===== src/rtl/ir_tx_pkg.sv =====
// ir_tx_pkg: state encoding and 125 MHz default timing for the IR frame transmitter
package ir_tx_pkg;
  typedef enum logic [2:0] {S_IDLE, S_LEAD, S_SEG0, S_LINK, S_SEG1, S_TRAIL, S_GAP} ir_state_e;
  localparam int unsigned DEF_CARRIER_DIV  = 3289;
  localparam int unsigned DEF_T_LEAD_MARK  = 1125000;
  localparam int unsigned DEF_T_LEAD_SPACE = 562500;
  localparam int unsigned DEF_T_BIT_MARK   = 93750;
  localparam int unsigned DEF_T_SPACE0     = 56250;
  localparam int unsigned DEF_T_SPACE1     = 187500;
  localparam int unsigned DEF_T_LINK_SPACE = 2500000;
  localparam int unsigned DEF_T_GAP        = 5000000;
  function automatic int unsigned max2(input int unsigned a, input int unsigned b);
    return a > b ? a : b;
  endfunction
endpackage


===== src/rtl/ir_carrier_gen.sv =====
// ir_carrier_gen: 50% duty carrier whose phase restarts on the first cycle of each mark
module ir_carrier_gen #(
  parameter int unsigned DIV = 4
) (
  input  logic clk,
  input  logic rst,
  input  logic restart,
  input  logic en,
  output logic carrier
);
  localparam int unsigned W = $clog2(DIV + 1);
  localparam logic [W-1:0] HALF = W'(DIV / 2);
  localparam logic [W-1:0] LAST = W'(DIV - 1);
  logic [W-1:0] r_cnt;
  logic [W-1:0] w_cnt;
  // restart overrides combinationally so the mark's first cycle already sees phase 0
  assign w_cnt = restart ? '0 : r_cnt;
  assign carrier = w_cnt < HALF;
  always_ff @(posedge clk) begin
    if (!rst) r_cnt <= '0;
    else if (en) r_cnt <= w_cnt == LAST ? '0 : w_cnt + 1'b1;
  end
endmodule


===== src/rtl/ir_frame_tx.sv =====
// ir_frame_tx: sends lead, SEG0, optional link+SEG1 and trail as a carrier-modulated IR frame with repeats
module ir_frame_tx
  import ir_tx_pkg::*;
#(
  parameter int unsigned CARRIER_DIV  = DEF_CARRIER_DIV,
  parameter int unsigned T_LEAD_MARK  = DEF_T_LEAD_MARK,
  parameter int unsigned T_LEAD_SPACE = DEF_T_LEAD_SPACE,
  parameter int unsigned T_BIT_MARK   = DEF_T_BIT_MARK,
  parameter int unsigned T_SPACE0     = DEF_T_SPACE0,
  parameter int unsigned T_SPACE1     = DEF_T_SPACE1,
  parameter int unsigned T_LINK_SPACE = DEF_T_LINK_SPACE,
  parameter int unsigned T_GAP        = DEF_T_GAP,
  parameter int unsigned SEG0_BITS    = 35,
  parameter int unsigned SEG1_BITS    = 32,
  parameter bit          OUT_INV      = 1'b0,
  localparam int unsigned S1W = SEG1_BITS > 0 ? SEG1_BITS : 1
) (
  input  logic                 clk,
  input  logic                 rst,
  input  logic                 start,
  input  logic [SEG0_BITS-1:0] seg0_data,
  input  logic [S1W-1:0]       seg1_data,
  input  logic [3:0]           repeat_cnt,
  input  logic                 abort,
  output logic                 ready,
  output logic                 busy,
  output logic                 done,
  output logic                 aborted,
  output logic                 ir_env,
  output logic                 ir_out
);
  localparam int unsigned T_MAX = max2(max2(max2(T_LEAD_MARK, T_LEAD_SPACE), max2(T_BIT_MARK, T_SPACE0)),
                                       max2(max2(T_SPACE1, T_LINK_SPACE), T_GAP));
  localparam int unsigned CW = $clog2(T_MAX) + 1;
  localparam logic [CW-1:0] L_LM = CW'(T_LEAD_MARK);
  localparam logic [CW-1:0] L_LS = CW'(T_LEAD_SPACE);
  localparam logic [CW-1:0] L_BM = CW'(T_BIT_MARK);
  localparam logic [CW-1:0] L_S0 = CW'(T_SPACE0);
  localparam logic [CW-1:0] L_S1 = CW'(T_SPACE1);
  localparam logic [CW-1:0] L_LK = CW'(T_LINK_SPACE);
  localparam logic [CW-1:0] L_GP = CW'(T_GAP);
  localparam logic [5:0] B0 = 6'(SEG0_BITS - 1);
  localparam logic [5:0] B1 = 6'(S1W - 1);
  ir_state_e            r_state, w_nstate;
  logic                 r_mark, w_nmark, r_first;
  logic [CW-1:0]        r_cnt, w_nlen;
  logic [5:0]           r_bit, w_nbit;
  logic [3:0]           r_rep;
  logic [SEG0_BITS-1:0] r_seg0, w_sh0;
  logic [S1W-1:0]       r_seg1, w_sh1;
  logic                 r_ready, r_busy, r_done, r_aborted, r_env;
  logic                 w_carrier;
  // next phase and its length, taken when the current phase counter expires
  always_comb begin
    w_sh0 = r_seg0 >> r_bit;
    w_sh1 = r_seg1 >> r_bit;
    w_nstate = r_state;
    w_nmark = !r_mark;
    w_nbit = r_bit;
    w_nlen = L_BM;
    case (r_state)
      S_LEAD:
        if (r_mark) w_nlen = L_LS;
        else begin
          w_nstate = S_SEG0;
          w_nbit = B0;
        end
      S_SEG0:
        if (r_mark) w_nlen = w_sh0[0] ? L_S1 : L_S0;
        else if (r_bit != 6'd0) w_nbit = r_bit - 6'd1;
        else w_nstate = SEG1_BITS > 0 ? S_LINK : S_TRAIL;
      S_LINK:
        if (r_mark) w_nlen = L_LK;
        else begin
          w_nstate = S_SEG1;
          w_nbit = B1;
        end
      S_SEG1:
        if (r_mark) w_nlen = w_sh1[0] ? L_S1 : L_S0;
        else if (r_bit != 6'd0) w_nbit = r_bit - 6'd1;
        else w_nstate = S_TRAIL;
      S_TRAIL: begin
        w_nstate = r_rep != 4'd0 ? S_GAP : S_IDLE;
        w_nlen = L_GP;
      end
      S_GAP: begin
        w_nstate = S_LEAD;
        w_nlen = L_LM;
      end
      default: begin
        w_nstate = S_LEAD;
        w_nmark = 1'b1;
        w_nlen = L_LM;
      end
    endcase
  end
  always_ff @(posedge clk) begin
    if (!rst) begin
      r_state <= S_IDLE;
      r_mark <= 1'b0;
      r_first <= 1'b0;
      r_cnt <= '0;
      r_bit <= '0;
      r_rep <= '0;
      r_seg0 <= '0;
      r_seg1 <= '0;
      r_ready <= 1'b1;
      r_busy <= 1'b0;
      r_done <= 1'b0;
      r_aborted <= 1'b0;
      r_env <= 1'b0;
    end else begin
      r_done <= 1'b0;
      r_aborted <= 1'b0;
      r_first <= 1'b0;
      if (r_state == S_IDLE) begin
        if (start) begin
          r_seg0 <= seg0_data;
          r_seg1 <= seg1_data;
          r_rep <= repeat_cnt;
          r_state <= w_nstate;
          r_mark <= 1'b1;
          r_cnt <= w_nlen - 1'b1;
          r_env <= 1'b1;
          r_first <= 1'b1;
          r_ready <= 1'b0;
          r_busy <= 1'b1;
        end
      end else if (abort) begin
        r_state <= S_IDLE;
        r_mark <= 1'b0;
        r_cnt <= '0;
        r_env <= 1'b0;
        r_ready <= 1'b1;
        r_busy <= 1'b0;
        r_aborted <= 1'b1;
      end else if (r_cnt != '0) r_cnt <= r_cnt - 1'b1;
      else begin
        r_state <= w_nstate;
        r_mark <= w_nmark;
        r_bit <= w_nbit;
        r_cnt <= w_nlen - 1'b1;
        r_env <= w_nmark;
        r_first <= w_nmark;
        if (r_state == S_TRAIL && r_rep != 4'd0) r_rep <= r_rep - 4'd1;
        if (w_nstate == S_IDLE) begin
          r_done <= 1'b1;
          r_ready <= 1'b1;
          r_busy <= 1'b0;
        end
      end
    end
  end
  ir_carrier_gen #(.DIV(CARRIER_DIV)) u_carrier (
    .clk(clk),
    .rst(rst),
    .restart(r_first),
    .en(r_env),
    .carrier(w_carrier)
  );
  assign ready = r_ready;
  assign busy = r_busy;
  assign done = r_done;
  assign aborted = r_aborted;
  assign ir_env = r_env;
  assign ir_out = (r_env & w_carrier) ^ OUT_INV;
endmodule


===== config.mk =====
export PLATFORM = sky130hd
export DESIGN_NAME = ir_frame_tx
export DESIGN_NICKNAME = d
export VERILOG_FILES = /design/src/rtl/ir_tx_pkg.sv /design/src/rtl/ir_carrier_gen.sv /design/src/rtl/ir_frame_tx.sv
export SDC_FILE = /design/constraint.sdc
export NUM_CORES = 1
export LEC_CHECK = 0
export CAP_MARGIN = 0
export CORE_MARGIN = 4
export CORE_UTILIZATION = 50
export DETAILED_ROUTE_END_ITERATION = 10
export GPL_TIMING_DRIVEN = 0
export PLACE_DENSITY = 0.72
export SYNTH_ARGS = -nofsm -noshare
export SYNTH_HDL_FRONTEND = slang
export SYNTH_SLANG_ARGS = --single-unit

===== constraint.sdc =====
create_clock -name clk -period 5.9 [get_ports clk]
set_input_delay 0.59 -clock clk [delete_from_list [all_inputs] [get_ports clk]]
set_output_delay 0.59 -clock clk [all_outputs]
set_load 0.05 [all_outputs]

Yosys cells after proc, flatten, opt, wreduce, memory -nomap -nowiden
Index checks and enable logic that the tools add are counted.

word-level totals
  bits in registers = 122
  bits in latches = 0
  RAM bits = 0
  bits in read-only memories = 0
  input port bits = 75
  output and inout port bits = 6
  logic and storage cells = 115
  memories = 0

operators by class
  $add $sub $neg = 5
  multipliers = 0
  divide/modulo/power cells = 0
  $lt $le $gt $ge = 1
  eq/ne operators = 15
  shift operators = 2
  muxes and demuxes = 55
  bitwise logic cells = 5
  reduce and logical (&&, ||, !) cells = 19

operators by type and width
  operator                                              count
  one-hot mux 24 bit (5 select lines)                   1
  two-way mux 24 bit                                    4
  two-way mux 18 bit                                    4
  subtractor 24 x 1 -> 24 bit, second input constant    2
  right shift 35 x 6 -> 1 bit                           1
  two-way mux 3 bit                                     11
  right shift 32 x 6 -> 1 bit                           1
  two-way mux 12 bit                                    2
  two-way mux 6 bit                                     4
  nonzero test 24 bit                                   1
  two-way mux 22 bit                                    1
  two-way mux 1 bit                                     20
  two-way mux 20 bit                                    1
  two-way mux 4 bit                                     5
  one-hot mux 6 bit (3 select lines)                    1
  one-hot mux 3 bit (5 select lines)                    1
  adder 12 x 1 -> 12 bit, second input constant         1
  equality test 12 bit, second input constant           1
  < comparator 12 x 11 -> 1 bit, second input constant  1
  inequality test 2 bit, second input constant          5
  equality test 3 bit, second input constant            3
  AND reduction 8 bit                                   1
  equality test 3 x 2 -> 1 bit, second input constant   2
  logical NOT 3 bit                                     2
  other kinds (19)                                      26

Longest topological paths before layout
Gate-level depths: netlist of run 1.

  depth after elaboration = 9
  gate-level depth with buffers = 16
  mapped depth without buffers = 13

By module
A second synthesis of run 1 with hierarchy kept.

unflattened totals
  cells, all modules = 921
  area, all modules = 6,924.1 um^2

modules (own cells, without submodules)
  module          times used  cells each  area each (um^2)  sequential area each (um^2)
  ir_frame_tx     1           821         6,122.1           2,202.1
  ir_carrier_gen  1           100         802.0             240.2

Worst setup path after synthesis of run 1
Ideal clock, no wire load.

  path type = reg2reg
  from = register r_bit[0]
  to = register r_cnt[23]
  library setup time = 0.122 ns
  arrival time = 3.006 ns
  required time = 5.778 ns
  slack = 2.772 ns
  cell stages (with the launch flop) = 14
  buffers on the path = 1
  clock period less this slack = 3.128 ns
  cell sequence = dfxtp_1 > buf_4 > mux4_2 > a22o_1 > or4_1 > nand4b_1 > o221ai_1 > nand2_1 > ha_1 > inv_1 > nor4_1 > and2_1 > a221oi_1 > nor2_1

between the ends
  cells in the longest elaborated chain, start to end = 8
  elaborated cells between the ends (all ways) = 12
  classes of those cells = 1 x add/sub; 2 x shift; 9 x mux

ends and longest elaborated chain
  item                                                                        line                                    text
  from (decl)                                                                 ir_frame_tx.sv:47                       logic [5:0] r_bit, w_nbit;
  from (signal assigned)                                                      ir_frame_tx.sv:141                      r_bit <= w_nbit;
  right shift 32 x 6 -> 1 bit or right shift 35 x 6 -> 1 bit (tied branches)  ir_frame_tx.sv:56, ir_frame_tx.sv:55
  two-way mux 18 bit, on equally long branches (2 in a row)                   ir_frame_tx.sv:79, ir_frame_tx.sv:69
  one-hot mux 24 bit (5 select lines) (*)                                     ir_frame_tx.sv:61                       case (r_state)
  subtractor 24 x 1 -> 24 bit (*)                                             ir_frame_tx.sv:123, ir_frame_tx.sv:142
  two-way mux 24 bit                                                          ir_frame_tx.sv:137                      end else if (r_cnt != '0) r_cnt <= r_cnt - 1'b1;
  two-way mux 24 bit                                                          ir_frame_tx.sv:129                      end else if (abort) begin
  two-way mux 24 bit (*)                                                      ir_frame_tx.sv:116                      if (r_state == S_IDLE) begin
  to (signal assigned)                                                        ir_frame_tx.sv:123                      r_cnt <= w_nlen - 1'b1;
  to (signal assigned)                                                        ir_frame_tx.sv:137
  to (signal assigned)                                                        ir_frame_tx.sv:142                      r_cnt <= w_nlen - 1'b1;
  to (decl)                                                                   ir_frame_tx.sv:46                       logic [CW-1:0] r_cnt, w_nlen;

Every way passes the cells marked *; elsewhere a longest branch is shown, timed or not. The select of a mux whose other input is x is not followed.
A chain may end at the register's enable or synchronous reset.

Worst setup path after layout of run 1
  from = register r_bit[2]
  to = register r_cnt[19]

The elaborated chain is that of the path after synthesis.

==> flow_metrics.py, run 1 <==
metrics = {
    "worst_hold_path": {
        "hold_path.startpoint": "r_seg0[2]",
        "hold_path_depth": 2,
        "hold_path_class": "flip-flop to flip-flop",
        "holdPathEnd": "r_seg0[2]",
    },
    "route": {
        "via_per_inst": 6.01,
        "antenna_left": 0,
        "num_vias": 7446,
        "drtIter0Drc": 788,
        "first_pass_iters": 8,
        "drt_wl_total_um": 22300,
        "drc": 0,
        "routedWlPerCell_um": 18.0,
    },
    "setup_path": {
        "critPathLaunchType": "flip-flop",
        "critPathArrivalTime_ns": 4.22,
        "crit_required_ns": 6.25,
        "crit_fanout": 10,
        "end_kind": "flip-flop",
        "r2r_start": "r_bit[2]",
        "reg2reg_depth": 14,
        "crit_type": "flip-flop to flip-flop",
        "r2r-end": "r_cnt[19]",
        "r2r_slack_ns": 2.04,
    },
    "synthesis": {
        "synth.avg_cell_area_um2": 7.58,
        "synthCells": 947,
        "ys_warn_count": 0,
        "synth_edf_count": 0,
        "ys_seq_area_share_pct": 34.0,
        "synth_top_area_share_pct": 34.0,
        "synth_top_cell_by_area": "dfxtp_1",
        "async_reset_ff_share_pct": 0,
        "netlist_area_um2": 7180,
        "ys_ff_latch": 122,
        "synth_flop_cell": "dfxtp_1",
        "ys_top_cells_by_area": "dfxtp_1 (34%), nand2_1 (9.7%), a21oi_1 (8.7%), o21ai_0 (4.2%), nor2_1 (3.6%)",
        "synth_cell_types": 89,
        "syn-num-nets": 1032,
    },
    "sta": {
        "tns_ns": 0,
        "period_minus_slack_ns": 3.86,
        "setup-violations-final": 0,
        "drv_slew": 0,
        "finClkSkew_ns": 0.00909,
        "rsz0062_at_grt": "no",
        "hold_violations": 0,
        "holdWs_ns": 0.454,
        "fin_crit_sh_pct": 65.5,
        "relSlewSlack_pct": 40.5,
        "worst_pin_slew_ns": 0.893,
        "setup_slack_ns": 2.04,
        "max_freq_mhz": 259,
    },
    "power": {
        "p_leak_nw": 3.13,
        "cellPowerDensity_nw_per_um2": 362,
        "irDropWorstVdd_v": 0.000229,
    },
    "cts": {
        "post_cts_buffers": 0,
        "clock-root-buffer": "clkbuf_16",
        "cts_buffer_depth": 2,
        "cts_tree": "built",
        "clock_latency_ns": 0.43,
        "clk_pin_slew_ns": 0.06,
        "cts_num_sinks": 122,
        "cts_buffers": 17,
        "cts_resized": 0,
        "htreeDepth": 4,
        "ctsHoldBuffers": 0,
    },
    "floorplan": {
        "io-pin-count": 81,
        "fp-row-count": 43,
        "dieArea_um2": 16300,
        "initial_core_util_pct": 51.3,
        "die_y_um": 128,
        "core_um2": 14000,
        "die_w_um": 128,
    },
    "final_layout": {
        "stdcell_area_um2": 8800,
        "syn_to_final_growth_pct": 22.6,
        "drive_above_1_share_pct": 8.22,
        "layout.nets": 1130,
        "antenna-diode-count": 0,
        "fin_util_pct": 62.9,
    },
    "global_route": {
        "grt_pass1_wl_um": 35100,
        "globalRouteOverflowTotal": 0,
        "antenna_found_initial": 0,
        "grt_use_met3_pct": 6.42,
        "grt_use_met2_pct": 43.3,
        "top_usage_layer": "met2",
        "track_usage_pct": 26.9,
        "grt_pass1_vias": 6930,
        "grt_max_degree": 17,
        "grt_use_met1_pct": 34.6,
    },
    "placement": {
        "place_area_um2": 8200,
        "gp_congestion": 1.02,
        "hpwlAfterDp_um": 15900,
        "portBuffers": 79,
        "preCtsSetupSlack_ns": 2.20,
    },
    "run": {
        "maxCapViolCount": 0,
    },
    "status": {
        "status": "finished, final reports clean",
    },
}
[worst max-delay path by stage]
stage,to,start,cells past startpoint,slack (ns)
2_1_floorplan,r_cnt[23],r_bit[0],13,2.77
3_3_place_gp,r_cnt[19],r_bit[2],14,2.21
3_5_place_dp,r_cnt[19],r_bit[2],14,2.20
4_1_cts,r_cnt[19],r_bit[2],14,2.14
5_1_grt,r_cnt[21],r_bit[2],14,1.83
6_report,r_cnt[19],r_bit[2],14,2.04
[power breakdown]
group / leakage (nW) / switching, mW / internal (mW)
combinational: 1.84 / 0.698 / 0.392
clock: 0.292 / 0.419 / 0.654
sequential: 1.00 / 0.0878 / 0.934
total: 3.13 / 1.21 / 1.98
[metal layers]
layer | wire length [µm] | up-vias
li1 | - | 3591
met1 | 9690 | 3417
met2 | 10100 | 365
met3 | 1760 | 73
met4 | 795 | 0
met5 | 0 | -
[cell usage after synthesis (4+ instances only)]
library cell,count
nor4_1,10
nand2_1,186
a31oi_1,10
a22oi_1,7
xnor2_1,9
mux2i_1,13
nor3_1,23
and3_1,4
mux4_2,11
buf_2,5
nor3b_1,5
ha_1,10
o22ai_1,4
o221ai_1,6
o2111ai_1,4
o221a_2,5
and2_1,6
nor2b_1,10
o31ai_1,5
o21a_1,5
nor2_1,68
a22o_1,4
o21ai_0,60
nand2b_1,14
or4_1,4
xor2_1,6
or2_2,6
inv_1,17
a32oi_1,5
nand4_1,6
a211oi_1,7
nand3_1,20
clkinv_1,5
buf_1,4
dfxtp_1,122
a21oi_1,125
clkbuf_1,55
nand3b_1,5
[sequential cells by signal, summed over array words and instances (netlist names)]
signal	cells
r_seg0	35
r_first	1
aborted	1
busy	1
ir_env	1
ready	1
r_state	3
done	1
r_cnt	24
u_carrier.r_cnt	12
r_rep	4
r_seg1	32
r_bit	6
[worst max-delay path: stages, from the launching register on]
cell and delay [ns]:
dfxtp_1 0.46, buf_2 0.33, buf_2 0.26, nor2_1 0.08, a2111oi_0 0.39, nand3_1 0.20, nand4b_1 0.15, o221ai_1 0.29
nand2_1 0.16, ha_1 0.15, inv_1 0.08, nor4_1 0.53, nand2_1 0.22, o221a_2 0.31, nor3_1 0.16
[cell type report]
type                    instances  area (µm²)
fillers                      1310        5180
multi-input cells             733        4350
flip-flops and latches        122        2440
repair buffers                 79         791
clock buffers                  19         453
plain buffers                  70         309
well taps                     180         225
clock inverters                13         154
inverters                      22        82.6
[metrics by stage]
stage                     instances  total power [mW]
after floorplan                 947              1.77
after global routing           1238              3.34
after CTS                      1238              3.17
final                          1238              3.19
after detailed placement       1206              2.09
after global placement         1206              2.09
[layout by cell type (no fill, tap or decap), types with 6 or more instances in the layout]
cell type	n
nor2_1	68
xnor2_1	9
nand2_1	186
nor2b_1	10
o21ai_0	60
mux4_2	11
dfxtp_1	122
clkbuf_1	55
nor4_1	10
a211oi_1	7
clkdlybuf4s50_1	79
ha_1	10
a31oi_1	10
xor2_1	6
or2_2	6
and2_1	6
inv_1	17
nor3_1	23
nand2b_1	14
o221ai_1	6
nand3_1	20
nand4_1	6
inv_6	7
clkbuf_16	17
a22oi_1	7
a21oi_1	125
mux2i_1	13
[logic make-up after synthesis]
family | after synthesis | share of synthesized area [%]
AND/OR/NAND/NOR | 395 | 26.3
AO/OA/AOI/OAI | 287 | 25.0
flip-flops | 122 | 34.0
buffers and inverters | 92 | 5.45
multiplexers | 26 | 5.58
XOR/XNOR | 15 | 1.83
adder cells (fa/ha/maj) | 10 | 1.74
(Power assumes the default switching activity.)
==> run 2: changes to the inputs <==
Settings changed: PLACE_DENSITY 0.72 to 0.75.
Clock period 5.9 ns to 3.2 ns, I/O delays scaled along.
==> run 2 against run 1 <==
  * The flow now finishes with violations (setup timing)
  * Register-to-register slack worse by 2.1 ns
  * Final area grew 4.2%
  * Sequential share of layout area decreased by 1.1 points
  * Critical path type unchanged
  * Sequential power grew 86%
  * Cell count grew 1.1%
  * Die area did not move
  * Critical endpoint is now r_cnt[7]
==> flow_metrics.py, run 2 (synthesis results as in run 1) <==
metrics = {
    "route": {
        "drc": 0,
        "num_vias": 7543,
        "drtIter0Drc": 845,
        "routedWlPerCell_um": 18.2,
        "first_pass_iters": 5,
        "via_per_inst": 6.02,
        "drt_wl_total_um": 22800,
        "antenna_left": 0,
    },
    "power": {
        "p_leak_nw": 3.30,
        "pwr-share-comb_pct": 34.9,
        "cellPowerDensity_nw_per_um2": 670,
        "internal-power_mw": 3.87,
        "total_power_mw": 6.14,
        "power_frac_clock_pct": 34.2,
        "irDropWorstVdd_v": 0.000440,
        "switching_share_pct": 37.0,
        "p_sw_mw": 2.27,
        "power_frac_seq_pct": 30.9,
    },
    "floorplan": {
        "dieArea_um2": 16300,
        "die_y_um": 128,
        "core_um2": 14000,
        "io-pin-count": 81,
        "initial_core_util_pct": 51.3,
        "fp-row-count": 43,
        "die_w_um": 128,
    },
    "sta": {
        "fin_crit_sh_pct": 101,
        "finClkSkew_ns": 0.00720,
        "relSlewSlack_pct": 46.2,
        "hold_violations": 0,
        "period_minus_slack_ns": 3.23,
        "drv_slew": 0,
        "holdWs_ns": 0.398,
        "tns_ns": -0.0502,
        "setup_slack_ns": -0.0308,
        "setup-violations-final": 2,
        "worst_pin_slew_ns": 0.804,
        "rsz0062_at_grt": "yes",
        "max_freq_mhz": 310,
    },
    "final_layout": {
        "layout.cells.most_common_list": "nand2_1 (183), a21oi_1 (123), dfxtp_1 (120)",
        "layout.nets": 1144,
        "stdcell_area_um2": 9170,
        "fillers": 1254,
        "largest_register": "r_seg0",
        "antenna-diode-count": 0,
        "final_common_cell": "nand2_1",
        "drive_above_1_share_pct": 12.9,
        "syn_to_final_growth_pct": 27.8,
        "reg_top3": "r_seg0 x35, r_seg1 x32, r_cnt x24",
        "multiInputGateArea_um2": 4530,
        "largest_reg_flops": 35,
        "ff_latch_area_um2": 2440,
    },
    "global_route": {
        "antenna_found_initial": 0,
        "grt_max_degree": 17,
        "grt_pass1_wl_um": 36100,
        "globalRouteOverflowTotal": 0,
        "grt_pass1_vias": 7082,
        "track_usage_pct": 27.5,
    },
    "setup_path": {
        "crit_type": "flip-flop to flip-flop",
        "end_kind": "flip-flop",
        "r2r_slack_ns": -0.03,
        "critPathLaunchType": "flip-flop",
        "critPathArrivalTime_ns": 3.53,
        "crit_fanout": 7,
        "crit_required_ns": 3.50,
    },
    "placement": {
        "preCtsSetupSlack_ns": -0.567,
        "gp_congestion": 1.02,
        "place_area_um2": 8200,
        "hpwlAfterDp_um": 16000,
        "portBuffers": 79,
    },
    "status": {
        "status": "complete, but fails checks",
        "violations": "setup timing",
    },
    "cts": {
        "clock-root-buffer": "clkbuf_16",
        "cts_tree": "built",
        "clock_latency_ns": 0.43,
        "clk_pin_slew_ns": 0.06,
        "htreeDepth": 4,
        "cts_buffers": 17,
        "cts_num_sinks": 122,
        "cts_buffer_depth": 2,
    },
    "run": {
        "maxCapViolCount": 0,
    },
    "worst_hold_path": {
        "hold_path_class": "input pin to flip-flop",
    },
}
-- run 2: cell count changes in the layout (fill, tap and decap cells not counted), sizes merged --
cell and delta:
clkbuf -1, bufinv +2, dlymetal6s2s +1, buf +15, clkinvlp +2, clkinv +1
inv -5, clkdlybuf4s50 -1
-- run 2: layout make-up --
class	count	area share (%)
Buffer	69	3.66
Clock buffer	19	4.94
Clock inverter	13	2.09
Inverter	22	0.968
Multi-Input combinational cell	733	49.3
Sequential cell	122	26.7
Tap cell	180	2.45
Timing Repair Buffer	94	9.92
-- run 2: stage by stage --
step           cells  util, %
2_1_floorplan    947        -
3_3_place_gp    1206     58.6
3_5_place_dp    1206     58.6
4_1_cts         1242     64.3
5_1_grt         1252     65.6
6_report        1252     65.6
-- run 2: path summary, 6_finish.rpt --
| check | end | depth (start not counted) | start |
|---|---|---|---|
| min | r_cnt[19] | 3 | rst |
| max reg2reg | r_cnt[7] | 15 | r_bit[1] |
| min reg2reg | r_seg1[28] | 2 | r_seg1[28] |
| max | r_cnt[7] | 15 | r_bit[1] |
-- run 2: worst max-delay path, stage by stage, from the launching register on --
cell	delay [ns]
dfxtp_1	0.30
buf_4	0.17
mux4_2	0.51
mux2_2	0.32
o22ai_4	0.26
a21oi_2	0.08
nand2_1	0.11
o311ai_1	0.11
nand2_1	0.13
ha_4	0.16
inv_4	0.04
buf_4	0.12
nor3_2	0.27
nand2_1	0.11
nor4b_2	0.30
nor3_1	0.11
-- run 2: power groups by stage --
stage                     clock, mW  combinational (mW)  sequential [mW]
after floorplan                   0                1.36             1.90
after CTS                      2.11                2.03             1.88
after global placement            0                1.94             1.91
after global routing           2.17                2.32             1.92
after detailed placement          0                1.96             1.91
final                          2.10                2.14             1.90
-- run 2: routing by layer --
layer	part of all wire, %	track usage [%]
met1	41	35.5
met2	46	43.3
met3	8.2	6.29
met4	3.9	13.4
met5	0	0
-- run 2: repair_timing --
action | CTS | global route
setup buffers | 5 | 10
hold buffers | 0 | 0
setup endpoints to repair | 21 | 49
hold endpoints to repair | 0 | 0
resized for setup | 32 | 32
pin swaps | 8 | 11
